[config.mk]
export PLATFORM = sky130hd
export DESIGN_NAME = mempool_tcdm_rob
export DESIGN_NICKNAME = d
export VERILOG_FILES = /design/src/rtl/mempool_tcdm_rob.sv
export SDC_FILE = /design/constraint.sdc
export NUM_CORES = 1
export LEC_CHECK = 0
export CELL_PAD_IN_SITES_DETAIL_PLACEMENT = 1
export CELL_PAD_IN_SITES_GLOBAL_PLACEMENT = 2
export CORE_ASPECT_RATIO = 0.6
export CORE_MARGIN = 4
export CORE_UTILIZATION = 35
export CTS_CLUSTER_SIZE = 12
export DETAILED_ROUTE_END_ITERATION = 8
export GPL_ROUTABILITY_DRIVEN = 0
export HOLD_SLACK_MARGIN = 0.15
export PLACE_DENSITY = 0.76
export SYNTH_ARGS = -nofsm -noshare
export SYNTH_HDL_FRONTEND = slang
export SYNTH_SLANG_ARGS = --single-unit
[constraint.sdc]
create_clock -name clk_i -period 4.75 [get_ports clk_i]
set_clock_uncertainty 0.1 [all_clocks]
set_input_delay 0.95 -clock clk_i [delete_from_list [all_inputs] [get_ports clk_i]]
set_output_delay 0.95 -clock clk_i [all_outputs]
set_load 0.01 [all_outputs]
[src/rtl/mempool_tcdm_rob.sv]
// Reorder buffer between a core TCDM port and the interconnect: tags requests
// with slot ids and hands out-of-order network responses back in issue order.
module mempool_tcdm_rob #(
    parameter int unsigned NumOutstanding = 8,
    parameter int unsigned MetaIdWidth    = 5,
    parameter int unsigned DataWidth      = 32,
    localparam int unsigned SlotWidth     = $clog2(NumOutstanding),
    localparam int unsigned StrbWidth     = DataWidth / 8
) (
    input  logic                   clk_i,
    input  logic                   rst_i,
    // core request
    input  logic [31:0]            core_qaddr_i,
    input  logic                   core_qwrite_i,
    input  logic [3:0]             core_qamo_i,
    input  logic [DataWidth-1:0]   core_qdata_i,
    input  logic [StrbWidth-1:0]   core_qstrb_i,
    input  logic [MetaIdWidth-1:0] core_qid_i,
    input  logic                   core_qvalid_i,
    output logic                   core_qready_o,
    // core response
    output logic [DataWidth-1:0]   core_pdata_o,
    output logic                   core_perror_o,
    output logic [MetaIdWidth-1:0] core_pid_o,
    output logic                   core_pvalid_o,
    input  logic                   core_pready_i,
    // network request
    output logic [31:0]            net_qaddr_o,
    output logic                   net_qwrite_o,
    output logic [3:0]             net_qamo_o,
    output logic [DataWidth-1:0]   net_qdata_o,
    output logic [StrbWidth-1:0]   net_qstrb_o,
    output logic [SlotWidth-1:0]   net_qid_o,
    output logic                   net_qvalid_o,
    input  logic                   net_qready_i,
    // network response
    input  logic [DataWidth-1:0]   net_pdata_i,
    input  logic                   net_perror_i,
    input  logic [SlotWidth-1:0]   net_pid_i,
    input  logic                   net_pvalid_i,
    output logic                   net_pready_o,
    // status
    output logic [SlotWidth:0]     outstanding_o,
    output logic                   full_o
);

    localparam logic [SlotWidth:0] FullCount = (SlotWidth + 1)'(NumOutstanding);

    logic [SlotWidth-1:0]      wr_ptr_reg;
    logic [SlotWidth-1:0]      rd_ptr_reg;
    logic [SlotWidth:0]        count_reg;
    logic [NumOutstanding-1:0] alloc_vec;
    logic [NumOutstanding-1:0] done_vec;

    logic [MetaIdWidth-1:0] id_mem    [NumOutstanding];
    logic [DataWidth-1:0]   data_mem  [NumOutstanding];
    logic                   error_mem [NumOutstanding];

    logic full;
    logic req_fire;
    logic rsp_accept;
    logic rsp_ready;
    logic pop_fire;

    // Fullness is judged on the registered count only, so a slot released this
    // cycle cannot be handed out again until the next one.
    assign full          = (count_reg == FullCount);
    assign net_qvalid_o  = core_qvalid_i && !full;
    assign core_qready_o = net_qready_i && !full;
    assign req_fire      = core_qvalid_i && net_qready_i && !full;

    assign net_qaddr_o  = core_qaddr_i;
    assign net_qwrite_o = core_qwrite_i;
    assign net_qamo_o   = core_qamo_i;
    assign net_qdata_o  = core_qdata_i;
    assign net_qstrb_o  = core_qstrb_i;
    assign net_qid_o    = wr_ptr_reg;
    assign net_pready_o = 1'b1;

    // Only a slot that is waiting for data may take a response; anything else is dropped.
    assign rsp_accept = net_pvalid_i && alloc_vec[net_pid_i] && !done_vec[net_pid_i];
    assign rsp_ready  = alloc_vec[rd_ptr_reg] && done_vec[rd_ptr_reg];
    assign pop_fire   = rsp_ready && core_pready_i;

    genvar gi;
    generate
        for (gi = 0; gi < NumOutstanding; gi++) begin : g_slot
            logic alloc_reg;
            logic done_reg;
            logic is_rd;
            logic is_wr;
            logic is_rsp;

            assign is_rd  = (rd_ptr_reg == SlotWidth'(gi));
            assign is_wr  = (wr_ptr_reg == SlotWidth'(gi));
            assign is_rsp = (net_pid_i == SlotWidth'(gi));

            // The read and write pointers never name the same slot while both
            // handshakes can fire, so the priority order only matters for clarity.
            always_ff @(posedge clk_i or posedge rst_i) begin
                if (rst_i) begin
                    alloc_reg <= 1'b0;
                    done_reg  <= 1'b0;
                end else if (pop_fire && is_rd) begin
                    alloc_reg <= 1'b0;
                    done_reg  <= 1'b0;
                end else if (req_fire && is_wr) begin
                    alloc_reg <= 1'b1;
                    done_reg  <= 1'b0;
                end else if (rsp_accept && is_rsp) begin
                    done_reg  <= 1'b1;
                end
            end

            assign alloc_vec[gi] = alloc_reg;
            assign done_vec[gi]  = done_reg;
        end
    endgenerate

    always_ff @(posedge clk_i) begin
        if (req_fire) begin
            id_mem[wr_ptr_reg] <= core_qid_i;
        end
        if (rsp_accept) begin
            data_mem[net_pid_i]  <= net_pdata_i;
            error_mem[net_pid_i] <= net_perror_i;
        end
    end

    always_ff @(posedge clk_i or posedge rst_i) begin
        if (rst_i) begin
            wr_ptr_reg <= '0;
            rd_ptr_reg <= '0;
            count_reg  <= '0;
        end else begin
            if (req_fire) begin
                wr_ptr_reg <= wr_ptr_reg + SlotWidth'(1);
            end
            if (pop_fire) begin
                rd_ptr_reg <= rd_ptr_reg + SlotWidth'(1);
            end
            case ({req_fire, pop_fire})
                2'b10:   count_reg <= count_reg + (SlotWidth + 1)'(1);
                2'b01:   count_reg <= count_reg - (SlotWidth + 1)'(1);
                default: count_reg <= count_reg;
            endcase
        end
    end

    assign core_pvalid_o = rsp_ready;
    assign core_pid_o    = id_mem[rd_ptr_reg];
    assign core_pdata_o  = data_mem[rd_ptr_reg];
    assign core_perror_o = error_mem[rd_ptr_reg];
    assign outstanding_o = count_reg;
    assign full_o        = full;

    // Stray or duplicate network responses indicate an interconnect bug upstream.
    always_ff @(posedge clk_i) begin
        if (!rst_i && net_pvalid_i) begin
            assert (alloc_vec[net_pid_i] && !done_vec[net_pid_i])
            else $warning("mempool_tcdm_rob: response to slot %0d dropped (not awaiting data)",
                          net_pid_i);
        end
    end

endmodule

# Word level (Yosys, flattened, before mapping)
# Memories as Yosys holds them, arrays and structs flattened.
# Cells that the tools add are included.
# Widths: inputs -> output; s select.
[totals] regBits=26 ramBits=304 input_bits=120 output_inout_bits=123 elab_cells=159 n_memories=3
[classes] n_addsub=4 order_cmp=2 n_eq_ne=24 n_mux=53 reduce_logical=54
[memory_table] name="data_mem" depth=8 word_bits=32 rd=1 rd_clocked_by_memory_dff=0 write_ports=1 line="56" source="logic [DataWidth-1:0] data_mem [NumOutstanding];"
[memory_table] name="id_mem" depth=8 word_bits=5 rd=1 rd_clocked_by_memory_dff=0 write_ports=1 line="55" source="logic [MetaIdWidth-1:0] id_mem [NumOutstanding];"
[memory_table] name="error_mem" depth=8 word_bits=1 rd=1 rd_clocked_by_memory_dff=0 write_ports=1 line="57" source="logic error_mem [NumOutstanding];"
[op_table] operator="$mux 1" n=48
[op_table] operator="$eq 3x3->1 const B" n=12
[op_table] operator="$logic_and 1x1->1" n=32
[op_table] operator="$reduce_bool 3->1" n=8
[op_table] operator="$eq 3x2->1 const B" n=6
[op_table] operator="$reduce_bool 2->1" n=9
[op_table] operator="$bmux 1 s3" n=4
[op_table] operator="$eq 3x1->1 const B" n=3
[op_table] operator="$logic_not 3->1" n=3
[op_table] operator="$lt 3x4->1 const B" n=2
[op_table] operator="$pmux 4 s2" n=1
[op_table] operator="$add 3x1->3 const B" n=2
[op_table] operator="$add 4x1->4 const B" n=1
[op_table] operator="$eq 4x4->1 const B" n=1
[op_table] operator="$sub 4x1->4 const B" n=1
[op_table] operator="$eq 2x1->1 const B" n=1
[op_table] operator="$eq 2x2->1 const B" n=1
[op_table] operator="$logic_not 1->1" n=2

# Logic depth before layout (Yosys ltp)
# Gate-level depths: netlist (run 1).
[logic_depth] word_depth=8 depth_mapped=10 depth_no_buf=9

# Least setup slack after synthesis (run 1)
# Ideal clock, no wire load.
[synth_timing] path_kind="input to register" from="input net_pid_i[0]" to="memory data_mem[4][0], enable pin" setup_ns=0.521 t_arrival_ns=4.666 required_time_ns=4.129 path_slack_ns=-0.538 path_stages=2 n_path_buf=0 path_cell_list="nand2b_1 nor4b_1"
[synth_between] elab_chain_cells=6 word_cells_on_any_way=9 classes_between="mux: 6; reduce/logical: 3"
[synth_lines] element="from (decl)" line="39" source="input logic [SlotWidth-1:0] net_pid_i,"
[synth_lines] element="$bmux 1 s3" line="81" source="assign rsp_accept = net_pvalid_i && alloc_vec[net_pid_i] && !done_vec[net_pid_i];"
[synth_lines] element="$mux 1 (not written as such)" line="81"
[synth_lines] element="$logic_and 1x1->1 or $logic_not 1->1 (tied branches)" line="81"
[synth_lines] element="$logic_and 1x1->1" line="81"
[synth_lines] element="$mux 1" line="124" source="if (rsp_accept) begin"
[synth_lines] element="$mux 1 (not written as such)" line="125" source="data_mem[net_pid_i] <= net_pdata_i;"
[synth_lines] element="to (decl)" line="56"
# Parallel ways exist; a longest one is shown, timed or not. The select of a mux whose other input is x is not followed.

# Worst setup path in the final report (run 1)
[layout_timing] from="register rd_ptr_reg[1]" to="output core_perror_o"
[layout_between] elab_chain_cells=1
[layout_lines] element="from (decl)" line="50" source="logic [SlotWidth-1:0] rd_ptr_reg;"
[layout_lines] element="from (signal assigned)" line="140" source="rd_ptr_reg <= rd_ptr_reg + SlotWidth'(1);"
[layout_lines] element="$mem_v2 8x1"
[layout_lines] element="to (decl)" line="23" source="output logic core_perror_o,"
# No other way between the ends.

==> results of run 1 <==
cells by family after synthesis:
| logic type | count (synthesis) | synth area share (%) |
|---|---|---|
| AOI/OAI and AO/OA | 29 | 1.618 |
| xor gates and xnor gates | 5 | 0.3235 |
| adders and majority gates | 16 | 1.534 |
| buffers and inverters | 115 | 5.371 |
| DFF | 330 | 72.25 |
| muxes | 84 | 13.47 |
| other | 1 | 0.02770 |
| and+or+nand+nor | 174 | 5.408 |
power groups by stage:
stage / sequential (mW) / clock [mW] / combinational, mW
after CTS: 3.66 / 2.47 / 2.79
after global placement: 3.71 / 0 / 2.75
after floorplan: 3.56 / 0 / 1.80
after global routing: 3.69 / 2.61 / 2.97
after detailed placement: 3.72 / 0 / 2.77
final: 3.65 / 2.39 / 2.71
layout make-up:
class,count,share of cell area [%]
Tap cell,513,4.109
Multi-Input combinational cell,309,19.69
Timing Repair Buffer,115,7.128
Inverter,12,0.2883
Antenna cell,1,0.01602
Clock inverter,6,0.1922
Clock buffer,48,5.919
Sequential cell,330,62.65
metal layers:
metal / up-vias / global-route usage (%) / share of wire (%)
met4: 2 / 3.103 / 1.7
met5: - / 0 / 0.030
met1: 3537 / 22.05 / 48
met2: 181 / 20.93 / 44
met3: 50 / 3.798 / 5.7
li1: 2912 / - / -
placed cells by master (no fill, tap or decap), types with 2 or more instances in the layout:
cell type and n:
edfxtp_1 304, nand2_1 134, clkdlybuf4s50_1 95, mux4_2 78
clkbuf_16 35, dfrtp_1 23, buf_4 19, nor2_1 18
ha_1 15, clkbuf_1 13, inv_1 9, a21oi_1 8
a31oi_1 5, and3_1 4, xnor2_1 4, mux2i_1 4
inv_2 3, a221oi_1 3, and2_1 3, o21ai_0 3
a211oi_1 3, a2bb2oi_1 3, clkinv_1 3, and4b_2 2
nor4b_4 2, nand2b_1 2, nor4b_2 2, and3_2 2
nor3_1 2, a221oi_2 2, clkinv_2 2, dfrtp_4 2
worst paths after layout:
kind | end | startpoint
max | core_perror_o | rd_ptr_reg[1]
min | outstanding_o[3] | outstanding_o[3]
max reg2reg | outstanding_o[3] | rd_ptr_reg[0]
min reg2reg | outstanding_o[3] | outstanding_o[3]
max in group asynchronous | rd_ptr_reg[1] | rst_i
min in group asynchronous | outstanding_o[0] | rst_i
worst max-delay path, cell delays in order, from the launching register on:
cell	delay [ns]
dfrtp_4	0.77
buf_4	0.49
mux4_2	0.37
nand2_1	0.09
nand2_1	0.11
clkdlybuf4s50_1	0.50
stage by stage:
| step | hold slack (ns) | total power, mW | TNS [ns] | worst slack, ns |
|---|---|---|---|---|
| 2_1_floorplan | 0.4041 | 5.364 | -36.39 | -0.5375 |
| 3_3_place_gp | 0.3865 | 6.455 | 0 | 1.201 |
| 3_5_place_dp | 0.4504 | 6.493 | 0 | 1.045 |
| 4_1_cts | 0.4600 | 8.914 | 0 | 0.7596 |
| 5_1_grt | 0.4713 | 9.271 | 0 | 0.6790 |
| 6_report | 0.4340 | 8.752 | 0 | 0.8214 |
==> reports/qor.txt, run 1 <==
Syn_nets -> 890
I/O Buffers -> 95
Switching share of power -> 29.71%
Seq cells post-synth -> 330
CTS tree -> built
Worst Max-Slew Pin Slew -> 1.073 ns
Synthesis-to-layout area growth -> 15.42%
RSZ-0062 raised after global routing -> no
Max Transition Viols Final -> 0
Flop pwr share -> 41.7%
Status -> completed
Placed cells -> 1279
Comb power frac -> 31.0%
Synth unique cells -> 38
R2r setup slk -> 1.43 ns
Max IR drop VDD -> 0.0002469 V
Fraction of registers with async set/reset -> 7.879%
Crit path kind -> flop to primary output
Total gr overflow -> 0
DRT Pass-1 Iters -> 5
Global Route Usage Sum -> 14.45%
# Max-Cap Violations -> 0
Die width -> 261.9 µm
Crit start category -> flop
Clk pin slew, worst setup/hold paths -> 0.06 ns
Final instance count without filler cells -> 1334
Die area -> 41990 µm²
Global-route wire length before repair -> 46010 µm
Critical Path AT -> 2.88 ns
P_int -> 6.152 mW
DR vias/cell -> 5.009
Largest registers -> data_mem (256), id_mem (40)
Num Clock Sinks -> 330
Setup crit end kind -> primary output
Clock network power share -> 27.3%
Starting DRT DRC Count -> 526
Final instance area -> 15620 µm²
Fillers -> 3637
Post-CTS Setup Bufs -> 0
Synth top area share -> 67.44%
Critical Path Fanout Max -> 34
Syn_area_per_cell -> 17.95 µm²
DRC -> 0
Mapped Cells -> 754
FF+latch area -> 9788 µm²
Hold Crit Depth -> 1
Period utilization -> 82.71%
Clock Path Buffers -> 3
Cts bufs inserted -> 34
Initial Util -> 35.70%
Cells on worst reg2reg path -> 9
Endpoints failing setup -> 0
Largest reg by FF count -> data_mem
Vias -> 6682
Post-synth top cells -> 304 x edfxtp_1, 134 x nand2_1, 78 x mux4_2
WL final -> 29880 µm
Antenna viol nets, final -> 0
Routed length per instance -> 22.40 µm
Leading area contributor after synthesis -> edfxtp_1
Max reg flops -> 256
P_sw -> 2.600 mW
IO Pins -> 243
Layout cells sized above 1 -> 19.02%
Multi-input logic area -> 3077 µm²
Leakage -> 5.253 nW
Htree depth -> 2
Hold Vio Cnt, Final -> 0
Pin count of the biggest net entering global routing -> 41
Worst hold path type -> flop to flop
Relative slew slack -> 28.49%
Final core utilization -> 41.20%
Placed cell area -> 14670 µm²
Vias in the first global route -> 7306
Net count, final -> 938
Row Count -> 55
Most common cell in the synthesized netlist -> edfxtp_1
Critical Path RT -> 3.70 ns
Yosys warns -> 0
Top post-synthesis cells by area -> edfxtp_1 67%, mux4_2 13%, dfrtp_1 4.8%, buf_4 4.2%, nand2_1 3.7%
EDFF count, synth -> 304
Initial antenna violation count -> 2
Sequential-to-total area share from yosys stat -> 72.25%
CTS Root Cell -> clkbuf_16
Core ar. -> 37920 µm²
Clk Latency, worst-skew pair -> 0.51 ns
PD cells -> 560.2 nW/µm²
Mapped cell area -> 13540 µm²
F_max -> 0.2545 GHz
Ys flop type -> edfxtp_1
CTS Hold Bufs -> 0
Dpl hpwl -> 18570 µm
Die height -> 160.3 µm
Min cycle time layout -> 3.929 ns
CTS-repair resized insts -> 0
Power figures use the tool's default switching activity.
==> run 2, diff against run 1 <==
==> constraint.sdc (replaced) <==
create_clock -name clk_i -period 3.4 [get_ports clk_i]
set_clock_uncertainty 0.1 [all_clocks]
set_input_delay 0.68 -clock clk_i [delete_from_list [all_inputs] [get_ports clk_i]]
set_output_delay 0.68 -clock clk_i [all_outputs]
set_load 0.01 [all_outputs]
==> reports/qor.txt, run 2 (same netlist as run 1, synthesis figures left out) <==
Dpl hpwl -> 18150 µm (was 18570 µm)
Num Clock Sinks -> 330 (unchanged)
Row Count -> 55 (unchanged)
Core ar. -> 37920 µm² (unchanged)
Pin count of the biggest net entering global routing -> 49 (was 41)
Crit path depth -> 6 (was 5)
FF+latch area -> 9788 µm² (unchanged)
Vias -> 6707 (was 6682)
Period utilization -> 96.74%
Max incr delay on CP -> 0.51 ns (was 0.77 ns)
Critical Path AT -> 2.51 ns (was 2.88 ns)
Crit-path cells -> buf_4, buf_16, mux4_2, nand2_1, nand2_1, clkdlybuf4s50_1 (was buf_4, mux4_2, nand2_1, nand2_1, clkdlybuf4s50_1)
Final instance count without filler cells -> 1348 (was 1334)
Worst hold path type -> input port to asynchronous set/reset pin (was flop to flop)
Global-route wire length before repair -> 46970 µm (was 46010 µm)
Multi-input logic area -> 3077 µm² (unchanged)
Slowest-stage cell, CP -> mux4_2 (was dfrtp_4)
IO Pins -> 243 (unchanged)
F_max -> 0.3040 GHz
Relative slew slack -> 57.99% (was 28.49%)
Crit start category -> flop (unchanged)
Global Route Usage Sum -> 14.83% (was 14.45%)
PD cells -> 791.9 nW/µm² (was 560.2 nW/µm²)
# Max-Cap Violations -> 0 (unchanged)
Placed cells -> 1283 (was 1279)
Design Power -> 12.69 mW (was 8.752 mW)
Most frequent cells in the layout -> 304 x edfxtp_1, 134 x nand2_1, 91 x clkdlybuf4s50_1 (was 304 x edfxtp_1, 134 x nand2_1, 95 x clkdlybuf4s50_1)
Clock Path Buffers -> 3 (unchanged)
Largest reg by FF count -> data_mem (unchanged)
Fillers -> 3599 (was 3637)
Max reg flops -> 256 (unchanged)
Setup Total Neg Slack -> 0 ns (unchanged)
Die area -> 41990 µm² (unchanged)
Final core utilization -> 42.27% (was 41.20%)
DRC -> 0 (unchanged)
Critical Path Fanout Max -> 16 (was 34)
Vias in the first global route -> 7424 (was 7306)
Hold Vio Cnt, Final -> 0 (unchanged)
Critical Path RT -> 2.62 ns (was 3.70 ns)
Clk pin slew, worst setup/hold paths -> 0.06 ns (about the same)
Largest registers -> data_mem (256), id_mem (40) (unchanged)
CP Buf/Inv Count -> 3 (was 2)
Max Transition Viols Final -> 0 (unchanged)
Routed length per instance -> 22.94 µm (was 22.40 µm)
Clk Latency, worst-skew pair -> 0.51 ns (about the same)
Min cycle time layout -> 3.289 ns
R2r setup slk -> 0.34 ns (was 1.43 ns)
DRT Pass-1 Iters -> 5 (unchanged)
Antenna viol nets, final -> 0 (unchanged)
Endpoints failing setup -> 0 (unchanged)
Leakage -> 5.458 nW (was 5.253 nW)
CTS Root Cell -> clkbuf_16 (unchanged)
I/O Buffers -> 95 (unchanged)
Crit path kind -> flop to primary output (unchanged)
Worst Max-Slew Pin Slew -> 0.6302 ns (was 1.073 ns)
Max IR drop VDD -> 0.0003177 V (was 0.0002469 V)
Setup crit end kind -> primary output (unchanged)
Reg2reg start -> rd_ptr_reg[0] (unchanged)
Initial antenna violation count -> 3 (was 2)
Htree depth -> 2 (unchanged)
WL final -> 30920 µm (was 29880 µm)
Starting DRT DRC Count -> 390 (was 526)
Die height -> 160.3 µm (unchanged)
DR vias/cell -> 4.976 (was 5.009)
Cts bufs inserted -> 34 (unchanged)
Total gr overflow -> 0 (unchanged)
Reg2reg end -> outstanding_o[3] (unchanged)
Synthesis-to-layout area growth -> 18.40% (was 15.42%)
Layout cells sized above 1 -> 20.77% (was 19.02%)
CTS tree -> built (unchanged)
RSZ-0062 raised after global routing -> no (unchanged)
Initial Util -> 35.70% (unchanged)
Worst path top cell family by delay -> buffers and inverters (unchanged)
Status -> completed (unchanged)
Cells on worst reg2reg path -> 11 (was 9)
Die width -> 261.9 µm (unchanged)
Net count, final -> 953 (was 938)
Commonest non-fill, non-tap cell in the layout -> edfxtp_1 (unchanged)
Most used cell, CP -> nand2_1 (unchanged)
-- run 2: area by class of cell --
cell class | count | share of cell area (%)
Sequential cell | 330 | 61.07
Multi-Input combinational cell | 309 | 19.20
Timing Repair Buffer | 130 | 9.119
Clock buffer | 48 | 5.832
Tap cell | 513 | 4.005
Clock inverter | 4 | 0.4606
Inverter | 12 | 0.2811
Antenna cell | 2 | 0.03123
-- run 2: per-stage QoR --
step                      setup slack (ns)  instance area, µm²  hold slack [ns]
final                               0.1109               16030           0.3946
after global routing              0.005737               16030           0.4412
after CTS                          0.01608               15900           0.3981
after detailed placement            0.3330               14860           0.4127
after global placement              0.3238               14860           0.4070
after floorplan                     -1.618               13550           0.4041
-- run 2: worst max path at each step --
| stage | to | from | slack, ns |
|---|---|---|---|
| global placement | core_pdata_o[8] | rd_ptr_reg[0] | 0.32 |
| detailed placement | core_pdata_o[8] | rd_ptr_reg[0] | 0.33 |
| floorplan | data_mem[4][0] | net_pid_i[0] | -1.62 |
| finish | core_pdata_o[1] | rd_ptr_reg[0] | 0.11 |
| CTS | core_pdata_o[22] | rd_ptr_reg[0] | 0.02 |
| global route | core_pdata_o[1] | rd_ptr_reg[0] | 0.006 |
-- run 2: metal layers --
metal / track usage [%] / up-vias / share of wire [%]
met4: 3.176 / 2 / 1.5
met5: 0 / - / 0.042
met2: 22.75 / 170 / 46
li1: - / 2940 / -
met3: 3.719 / 39 / 5.6
met1: 21.62 / 3556 / 47
-- run 2: worst register-to-register path, stage by stage (launching register included) --
cell and delay [ns]:
dfrtp_4 0.52, buf_4 0.16, inv_2 0.11, mux4_2 0.54, buf_4 0.16, o22ai_4 0.18
ha_1 0.26, ha_1 0.25, a21o_1 0.17, a21oi_1 0.16, mux2i_1 0.24, xnor2_1 0.13
-- run 2: report_power, final --
group | internal, mW | switching, mW | total, mW
clock | 2.05 | 1.44 | 3.49
combinational | 2.18 | 2.01 | 4.19
sequential | 4.75 | 0.258 | 5.01
-- run 2: what timing repair did --
item | in CTS | in global routing
gates cloned | 0 | 2
resized for setup | 2 | 5
setup endpoints to repair | 34 | 21
hold buffers | 0 | 0
buffers inserted | 3 | 6
